==> src/rtl/sipo_deser.sv <==
// sipo_deser: serial-in parallel-out deserializer with a one-word output
// holding register, consumer handshake and sticky overrun flag.
module sipo_deser #(
  parameter int WIDTH     = 4,
  parameter bit MSB_FIRST = 1'b1,
  localparam int CW       = $clog2(WIDTH + 1)
) (
  input  logic             clk,
  input  logic             reset_n,
  input  logic             sdi,
  input  logic             sdi_en,
  input  logic             clear,
  input  logic             q_ready,
  output logic [WIDTH-1:0] q,
  output logic             q_valid,
  output logic [CW-1:0]    bit_cnt,
  output logic             overrun
);
  typedef enum logic {EMPTY, FULL} state_t;
  state_t           state_q, state_d;
  logic [WIDTH-1:0] sr_q, sr_d, sr_next, q_q, q_d;
  logic [CW-1:0]    cnt_q, cnt_d;
  logic             ovr_q, ovr_d, acc, done;
  always_comb begin
    acc     = sdi_en & ~clear;
    done    = acc && (cnt_q == CW'(WIDTH - 1));
    sr_next = MSB_FIRST ? {sr_q[WIDTH-2:0], sdi} : {sdi, sr_q[WIDTH-1:1]};
    sr_d    = clear ? '0 : acc ? sr_next : sr_q;
    cnt_d   = clear ? '0 : !acc ? cnt_q : done ? '0 : cnt_q + 1'b1;
    // A completion loads q when the register is empty or being drained this edge.
    q_d     = (done && (state_q == EMPTY || q_ready)) ? sr_next : q_q;
    ovr_d   = clear ? 1'b0 : ovr_q | (done && state_q == FULL && !q_ready);
    state_d = clear ? EMPTY : done ? FULL : (state_q == FULL && q_ready) ? EMPTY : state_q;
  end
  always_ff @(posedge clk or negedge reset_n) begin
    if (!reset_n) begin
      state_q <= EMPTY;
      sr_q    <= '0;
      cnt_q   <= '0;
      q_q     <= '0;
      ovr_q   <= 1'b0;
    end else begin
      state_q <= state_d;
      sr_q    <= sr_d;
      cnt_q   <= cnt_d;
      q_q     <= q_d;
      ovr_q   <= ovr_d;
    end
  end
  assign q       = q_q;
  assign q_valid = (state_q == FULL);
  assign bit_cnt = cnt_q;
  assign overrun = ovr_q;
endmodule

==> config.mk <==
export PLATFORM = sky130hd
export DESIGN_NAME = sipo_deser
export DESIGN_NICKNAME = d
export VERILOG_FILES = /design/src/rtl/sipo_deser.sv
export SDC_FILE = /design/constraint.sdc
export NUM_CORES = 1
export LEC_CHECK = 0
export CAP_MARGIN = 0
export CORE_AREA = 2 2 39 41
export CTS_CLUSTER_DIAMETER = 150
export DETAILED_ROUTE_END_ITERATION = 10
export DIE_AREA = 0 0 41 43
export GPL_TIMING_DRIVEN = 0
export PLACE_DENSITY_LB_ADDON = 0.3
export SETUP_SLACK_MARGIN = 0.02
export SLEW_MARGIN = 30
export SYNTH_ARGS = -nofsm -noshare
export SYNTH_HDL_FRONTEND = slang
export SYNTH_SLANG_ARGS = --single-unit
==> constraint.sdc <==
create_clock -name clk -period 1.45 [get_ports clk]
set_input_delay 0.29 -clock clk [delete_from_list [all_inputs] [get_ports clk]]
set_output_delay 0.29 -clock clk [all_outputs]
set_load 0.05 [all_outputs]
==> Yosys cells after proc, flatten, opt, wreduce, memory -nomap -nowiden <==
Index checks and enable logic that the tools add are counted.
{ "word_totals": {"reg_bits": 12} }
{ "classes": {"addsub": 1, "bitwise": 4, "n_eq_ne": 1, "reduce_logical": 9, "muxes": 9} }
{ "ops": {"columns": ["cell", "n"], "rows": [
  ["3-bit two-way mux", 5],
  ["1-bit logical AND", 5],
  ["1-bit two-way mux", 4],
  ["3-bit by 1-bit adder with 3-bit output, second input constant", 1],
  ["3-bit by 2-bit equality test with 1-bit output, second input constant", 1],
  ["3-bit nonzero test", 1],
  ["1-bit inverter", 2],
  ["2-bit nonzero test", 1],
  ["1-bit bitwise AND", 1],
  ["1-bit logical NOT", 1],
  ["1-bit logical OR", 1],
  ["1-bit OR", 1]
]} }

==> Logic depth before layout (Yosys ltp) <==
Gate-level depths: netlist of run 1.
{ "depth": {"depth_word": 7, "depth_mapped": 4, "ltp_nobuf": 4} }

==> Worst setup path before layout of run 1 <==
Ideal clock, no wire load.
{ "synth_path": {"path_type": "reg-to-reg", "startpoint": "reg cnt_q[0] (netlist: bit_cnt[0])", "endpoint": "reg q_q[0] (netlist: q[0])", "period_less_slack_ps": 1488, "setup_slack_ps": -38, "arrival_time_ps": 1364, "setup_ps": 125, "path_stages_with_launch": 4, "path_cell_list": "dfrtp_1 -> ha_1 -> nand4_4 -> mux2_2"} }
{ "synth_via": {"elab_chain_len": 3} }
{ "synth_lines": {"columns": ["element", "line", "text"], "rows": [
  ["start, declared", "22", "logic [CW-1:0] cnt_q, cnt_d;"],
  ["start signal, assigned", "45", "cnt_q <= cnt_d;"],
  ["3-bit by 2-bit equality test with 1-bit output", "26", "done = acc && (cnt_q == CW'(WIDTH - 1));"],
  ["1-bit logical AND", "26", null],
  ["1-bit logical AND", "31", "q_d = (done && (state_q == EMPTY || q_ready)) ? sr_next : q_q;"],
  ["end signal, assigned", "46", "q_q <= q_d;"],
  ["end, declared", "21", "logic [WIDTH-1:0] sr_q, sr_d, sr_next, q_q, q_d;"]
]} }
No other way between the ends.
A chain may end at the register's enable or synchronous reset.

==> Worst setup path in the final report of run 1 <==
{ "layout_path": {"startpoint": "reg cnt_q[2] (netlist: bit_cnt[2])", "endpoint": "out bit_cnt[2]"} }
{ "layout_lines": {"columns": ["element", "line", "text"], "rows": [
  ["end, declared", "16", "output logic [CW-1:0] bit_cnt,"]
]} }
No word-level cell between the ends.

==> results of run 1 <==
==> cell type report <==
cell class              count  area (um2)  area share
clock buffers               4        26.3      0.0384
inverters                   1        3.75     0.00548
plain buffers               2        16.3      0.0238
multi-input cells          26         215       0.314
repair buffers             12         100       0.146
flip-flops and latches     12         303       0.442
well taps                  16        20.0      0.0293
==> registers in the layout (all words and copies together), names as in the netlist <==
name,cells
q_valid,1
q,4
bit_cnt,3
overrun,1
sr_q,3
==> repair_timing <==
item                                    in CTS  in global routing
pin swaps                                    0                  0
endpoints found under the setup margin       9                  5
gates resized for setup                     22                  5
==> per-stage QoR <==
| stage | cells | utilization | TNS (ns) |
|---|---|---|---|
| final | 73 | 0.495 | 0 |
| after global routing | 73 | 0.495 | 0 |
| after CTS | 73 | 0.513 | 0 |
| after detailed placement | 69 | 0.490 | -0.278 |
| after global placement | 69 | 0.490 | -0.258 |
| after floorplan | 41 | - | 0 |
==> cell families after synthesis <==
| logic type | after synthesis |
|---|---|
| flip-flops | 12 |
| adder cells (fa/ha/maj) | 1 |
| AO/OA/AOI/OAI | 5 |
| multiplexers | 7 |
| AND/OR/NAND/NOR | 13 |
| buffers and inverters | 3 |
==> where the power goes <==
group,internal (mW),total [mW],switching [mW],leakage [nW]
combinational,0.0380,0.104,0.0663,0.141
clock,0.107,0.218,0.112,0.0150
sequential,0.348,0.357,0.00894,0.162
==> metal layers <==
| metal | up-vias | wire length, um |
|---|---|---|
| li1 | 172 | - |
| met1 | 168 | 414 |
| met2 | 12 | 381 |
| met3 | 4 | 58 |
| met4 | 0 | 27 |
| met5 | - | 0 |
==> layout by cell type, fill, tap and decap left out, drive strengths merged, types with 2 or more instances in the layout <==
master,instances
clkdlybuf4s15,4
mux2,4
buf,2
nand3b,2
clkdlybuf4s50,3
clkbuf,9
nor2,4
a21oi,3
mux2i,3
nand2b,4
dfrtp,12
==> path summary, 6_finish.rpt <==
| check | to | slack [ns] | depth (start not counted) |
|---|---|---|---|
| setup / recovery | bit_cnt[2] | 0.11 | 1 |
| hold / removal | bit_cnt[2]$_DFFE_PN0P_ | 0.25 | 2 |
| setup reg to reg | q[3]$_DFFE_PN0P_ | 0.16 | 3 |
| hold reg to reg | overrun$_DFF_PN0_ | 0.51 | 1 |
| max in group asynchronous | bit_cnt[1]$_DFFE_PN0P_ | 0.71 | 1 |
| min in group asynchronous | bit_cnt[2]$_DFFE_PN0P_ | 0.36 | 1 |
==> flow_summary.yaml, run 1 <==
timing:
  drv_slew: 0
  rsz0062_at_grt: "no"
  fmax_mhz: 744
  fin_skew_ns: 0.00337
  timing.final.ws_setup_ns: 0.107
  tightest_slew_ns: 0.528
  slew_headroom: 0.647
  setup_violations: 0
  min_period_ns: 1.34
  finalCritPeriodShare: 0.926
  hold_viol_final: 0
  timing.hold.ws_ns: 0.247
floorplanning:
  rows: 14
  dieHeight_um: 43
  ios: 15
  start_util: 0.387
  die_w_um: 41
  core_area_um2: 1380
  die_area_um2: 1760
final_layout:
  nNetsFinal: 65
  drive_above_1_share: 0.404
  syn2layout_area_growth_pct: 27.8
  num-fill-cells: 139
  antenna_cells: 0
  design_area_um2: 684
synth:
  synth_warnings: 0
  yosysSeqAreaShare: 0.561
  synth_common_cells: "dfrtp_1 (12), mux2_2 (4), nand2b_1 (4), nor2_1 (4)"
  synth.avg_cell_area_um2: 13.1
  synth_xor_area_frac: 0
  synth_edf_count: 0
  netlist_area_um2: 536
  synth_top_family_by_area: "simple AND/OR/NAND/NOR gates"
  synth_top_cell_by_area: "dfrtp_1"
  synth_cell_type_count: 16
  synthArstFlopShare: 1.00
  synth_top_area_share: 0.561
  synth.most_common_cell: "dfrtp_1"
  synthAdderAreaFrac: 0.0234
  ys_ff_latch: 12
  synth-main-ff-cell: "dfrtp_1"
  synth_compound_area_frac: 0.0607
  syn_inst: 41
  ys_top_cells_by_area: "dfrtp_1 (56%), mux2_2 (8.4%), mux2i_1 (5.6%), nand2b_1 (4.7%), nand4_4 (4.0%)"
  synth_mux_area_frac: 0.140
  syn_nets: 48
  synthSimpleGateAreaFrac: 0.178
setup_path:
  critical-path-top-delay-family: "flip-flops"
  slowest_stage: "dfrtp_1"
  startpoint_type: "flip-flop"
  critical_path_arrival_ns: 1.05
  path_max_fanout: 4
  r2r_start: "bit_cnt[0]$_DFFE_PN0P_"
  worst_setup_path_end_kind: "output pin"
  cp-startpoint: "bit_cnt[2]$_DFFE_PN0P_"
  critPathBufInv: 1
  path_cells: "clkdlybuf4s15_2"
  critical_path_class: "flip-flop to output pin"
  critPathRequiredTime_ns: 1.16
  max_stage_delay_ns: 0.39
min_path:
  min_from: "sdi_en"
  hp-class: "input port to flip-flop"
global_route:
  overflow: 0
  grt_pass1_wl_mm: 1.52
  grt_pass1_vias: 350
  track_usage: 0.140
  busiest_layer: "met1"
  antenna_found_initial: 0
  met3_usage: 0.0524
  grt_max_degree: 13
  grtUsageMet1: 0.184
  globalRouteMet2Util: 0.172
clock_tree:
  cts_max_level: 1
  cts_setup_buffers: 0
  cts.path.max_buffers: 2
  clkTransAtPathRegs_ns: 0.07
  clk_latency_ns: 0.27
  numCtsBuffers: 3
  clockRootBuffer: "clkbuf_4"
  hold_buffers: 0
  cts_sinks: 12
  cts_tree: "done"
placement:
  gp_congestion: 0.578
  dpl-instance-area_um2: 678
  pre_cts_slack_ns: -0.0651
  dp_hpwl_um: 638
  port_buffers: 12
power:
  vdd_drop_max_uv: 628
  p_per_area_nw_per_um2: 994
  leakage_nw: 0.318
  p_total_mw: 0.680
detailed_routing:
  dr.pass1.iters: 2
  wire_per_inst_um: 12.1
  vias: 356
  drtAntennaViolNets: 0
  drtIter0Drc: 1
  drt-vias-per-instance: 4.88
  wirelength_um: 882
  drc: 0
outcome:
  outcome: "complete, no violations"
run:
  drv_cap: 0
Note: power is estimated with default switching activity, not from simulation.
==> run 2, diff against run 1 <==
--- a/config.mk
+++ b/config.mk
@@ -6,10 +6,12 @@
 export NUM_CORES = 1
 export LEC_CHECK = 0
 export CAP_MARGIN = 0
-export CORE_AREA = 2 2 39 41
+export CELL_PAD_IN_SITES_DETAIL_PLACEMENT = 0
+export CELL_PAD_IN_SITES_GLOBAL_PLACEMENT = 1
+export CORE_MARGIN = 10
+export CORE_UTILIZATION = 35
 export CTS_CLUSTER_DIAMETER = 150
 export DETAILED_ROUTE_END_ITERATION = 10
-export DIE_AREA = 0 0 41 43
 export GPL_TIMING_DRIVEN = 0
 export PLACE_DENSITY_LB_ADDON = 0.3
 export SETUP_SLACK_MARGIN = 0.02
==> flow_summary.yaml, run 2 (synthesis gave the netlist of run 1 again) <==
outcome:
  outcome: "complete, no violations"
setup_path:
  critPathRequiredTime_ns: 1.16
  critical-path-top-delay-family: "buffers and inverters"
  path_cells: "clkdlybuf4s15_1"
  max_stage_delay_ns: 0.50
  slowest_stage: "clkdlybuf4s15_1"
  path_max_fanout: 2
  critical_path_class: "flip-flop to output pin"
  startpoint_type: "flip-flop"
  worst_setup_path_end_kind: "output pin"
  critPathBufInv: 1
  critical_path_arrival_ns: 1.10
floorplanning:
  die_w_um: 59.1
  dieHeight_um: 59.1
  rows: 14
  ios: 15
  core_area_um2: 1470
  start_util: 0.364
  die_area_um2: 3490
final_layout:
  layout_commonest_cell: "dfrtp_1"
  syn2layout_area_growth_pct: 28.7
  antenna_cells: 0
  nNetsFinal: 65
  largest_reg_flops: 4
  num-fill-cells: 144
  drive_above_1_share: 0.386
  finalNonFillerCells: 73
timing:
  fmax_mhz: 718
  tightest_slew_ns: 0.547
  rsz0062_at_grt: "no"
  fin_skew_ns: 0.00947
  setup_violations: 0
  finalCritPeriodShare: 0.961
  min_period_ns: 1.39
  drv_slew: 0
  hold_viol_final: 0
  setup_tns_ns: 0
  slew_headroom: 0.634
  timing.final.ws_setup_ns: 0.0569
global_route:
  grt_pass1_wl_mm: 1.66
  grt_pass1_vias: 367
  overflow: 0
  grt_max_degree: 13
  antenna_found_initial: 0
  track_usage: 0.0606
detailed_routing:
  drt-met1-wl_um: 447
  top_layer: "met4"
  wl_met2_um: 463
  wire_per_inst_um: 14.1
  wl_met3_um: 104
  drtAntennaViolNets: 0
  drt-vias-per-instance: 4.99
  drc: 0
  vias: 364
  drtIter0Drc: 7
  dr.pass1.iters: 4
  wirelength_mm: 1.03
clock_tree:
  cts_sinks: 12
  cts_tree: "done"
  clk_latency_ns: 0.27
  clockRootBuffer: "clkbuf_4"
  cts.path.max_buffers: 2
  hold_buffers: 0
  cts_max_level: 1
  cts_resized: 22
  numCtsBuffers: 3
  cts_setup_buffers: 0
  clkTransAtPathRegs_ns: 0.08
placement:
  dp_hpwl_um: 763
  post-place-cells: 69
  gp_congestion: 0.611
  pre_cts_slack_ns: -0.0566
  port_buffers: 12
power:
  vdd_drop_max_uv: 601
  leakage_nw: 0.318
  p_per_area_nw_per_um2: 987
  p_total_mw: 0.680
run:
  drv_cap: 0
min_path:
  hp-class: "input port to flip-flop"
## run 2: per-stage QoR
stage | hold WS, ns | instance area, um2 | utilization
after floorplan | -0.00559 | 538 | -
after global placement | 0.492 | 678 | 0.461
after detailed placement | 0.491 | 678 | 0.461
after CTS | 0.235 | 709 | 0.482
after global routing | 0.249 | 689 | 0.469
final | 0.241 | 689 | 0.469
## run 2: worst paths after layout
check	startpoint	end	slack, ns	cells after the start
max in group asynchronous	reset_n	bit_cnt[0]$_DFFE_PN0P_	0.70	1
hold / removal	sdi_en	bit_cnt[2]$_DFFE_PN0P_	0.24	2
setup reg to reg	bit_cnt[0]$_DFFE_PN0P_	q[2]$_DFFE_PN0P_	0.15	3
hold reg to reg	q[0]$_DFFE_PN0P_	q[0]$_DFFE_PN0P_	0.51	1
setup / recovery	q[0]$_DFFE_PN0P_	q[0]	0.06	1
min in group asynchronous	reset_n	bit_cnt[2]$_DFFE_PN0P_	0.36	1
## run 2: layout make-up
class | count | area (um2) | share of cell area
plain buffers | 2 | 16.3 | 0.0236
clock buffers | 4 | 26.3 | 0.0381
inverters | 1 | 3.75 | 0.00544
multi-input cells | 26 | 215 | 0.312
flip-flops and latches | 12 | 303 | 0.439
well taps | 16 | 20.0 | 0.0290
repair buffers | 12 | 105 | 0.152
## run 2: per-layer routing
layer	GRT usage	vias to the layer above
met3	0.0322	2
met5	0	-
met4	0.0295	0
met1	0.0653	177
met2	0.0946	12
li1	-	173
## run 2: power by group
group	switching [mW]	internal, mW
clock	0.109	0.107
combinational	0.0677	0.0401
sequential	0.00826	0.348
total	0.185	0.495
==> run 3, diff against run 2 <==
--- a/config.mk
+++ b/config.mk
@@ -10,7 +10,7 @@
 export CELL_PAD_IN_SITES_GLOBAL_PLACEMENT = 1
 export CORE_MARGIN = 10
 export CORE_UTILIZATION = 35
-export CTS_CLUSTER_DIAMETER = 150
+export CTS_CLUSTER_DIAMETER = 40
 export DETAILED_ROUTE_END_ITERATION = 10
 export GPL_TIMING_DRIVEN = 0
 export PLACE_DENSITY_LB_ADDON = 0.3
==> results of run 3 <==
No change in the layout: final DEF, timing and power equal those of run 2.
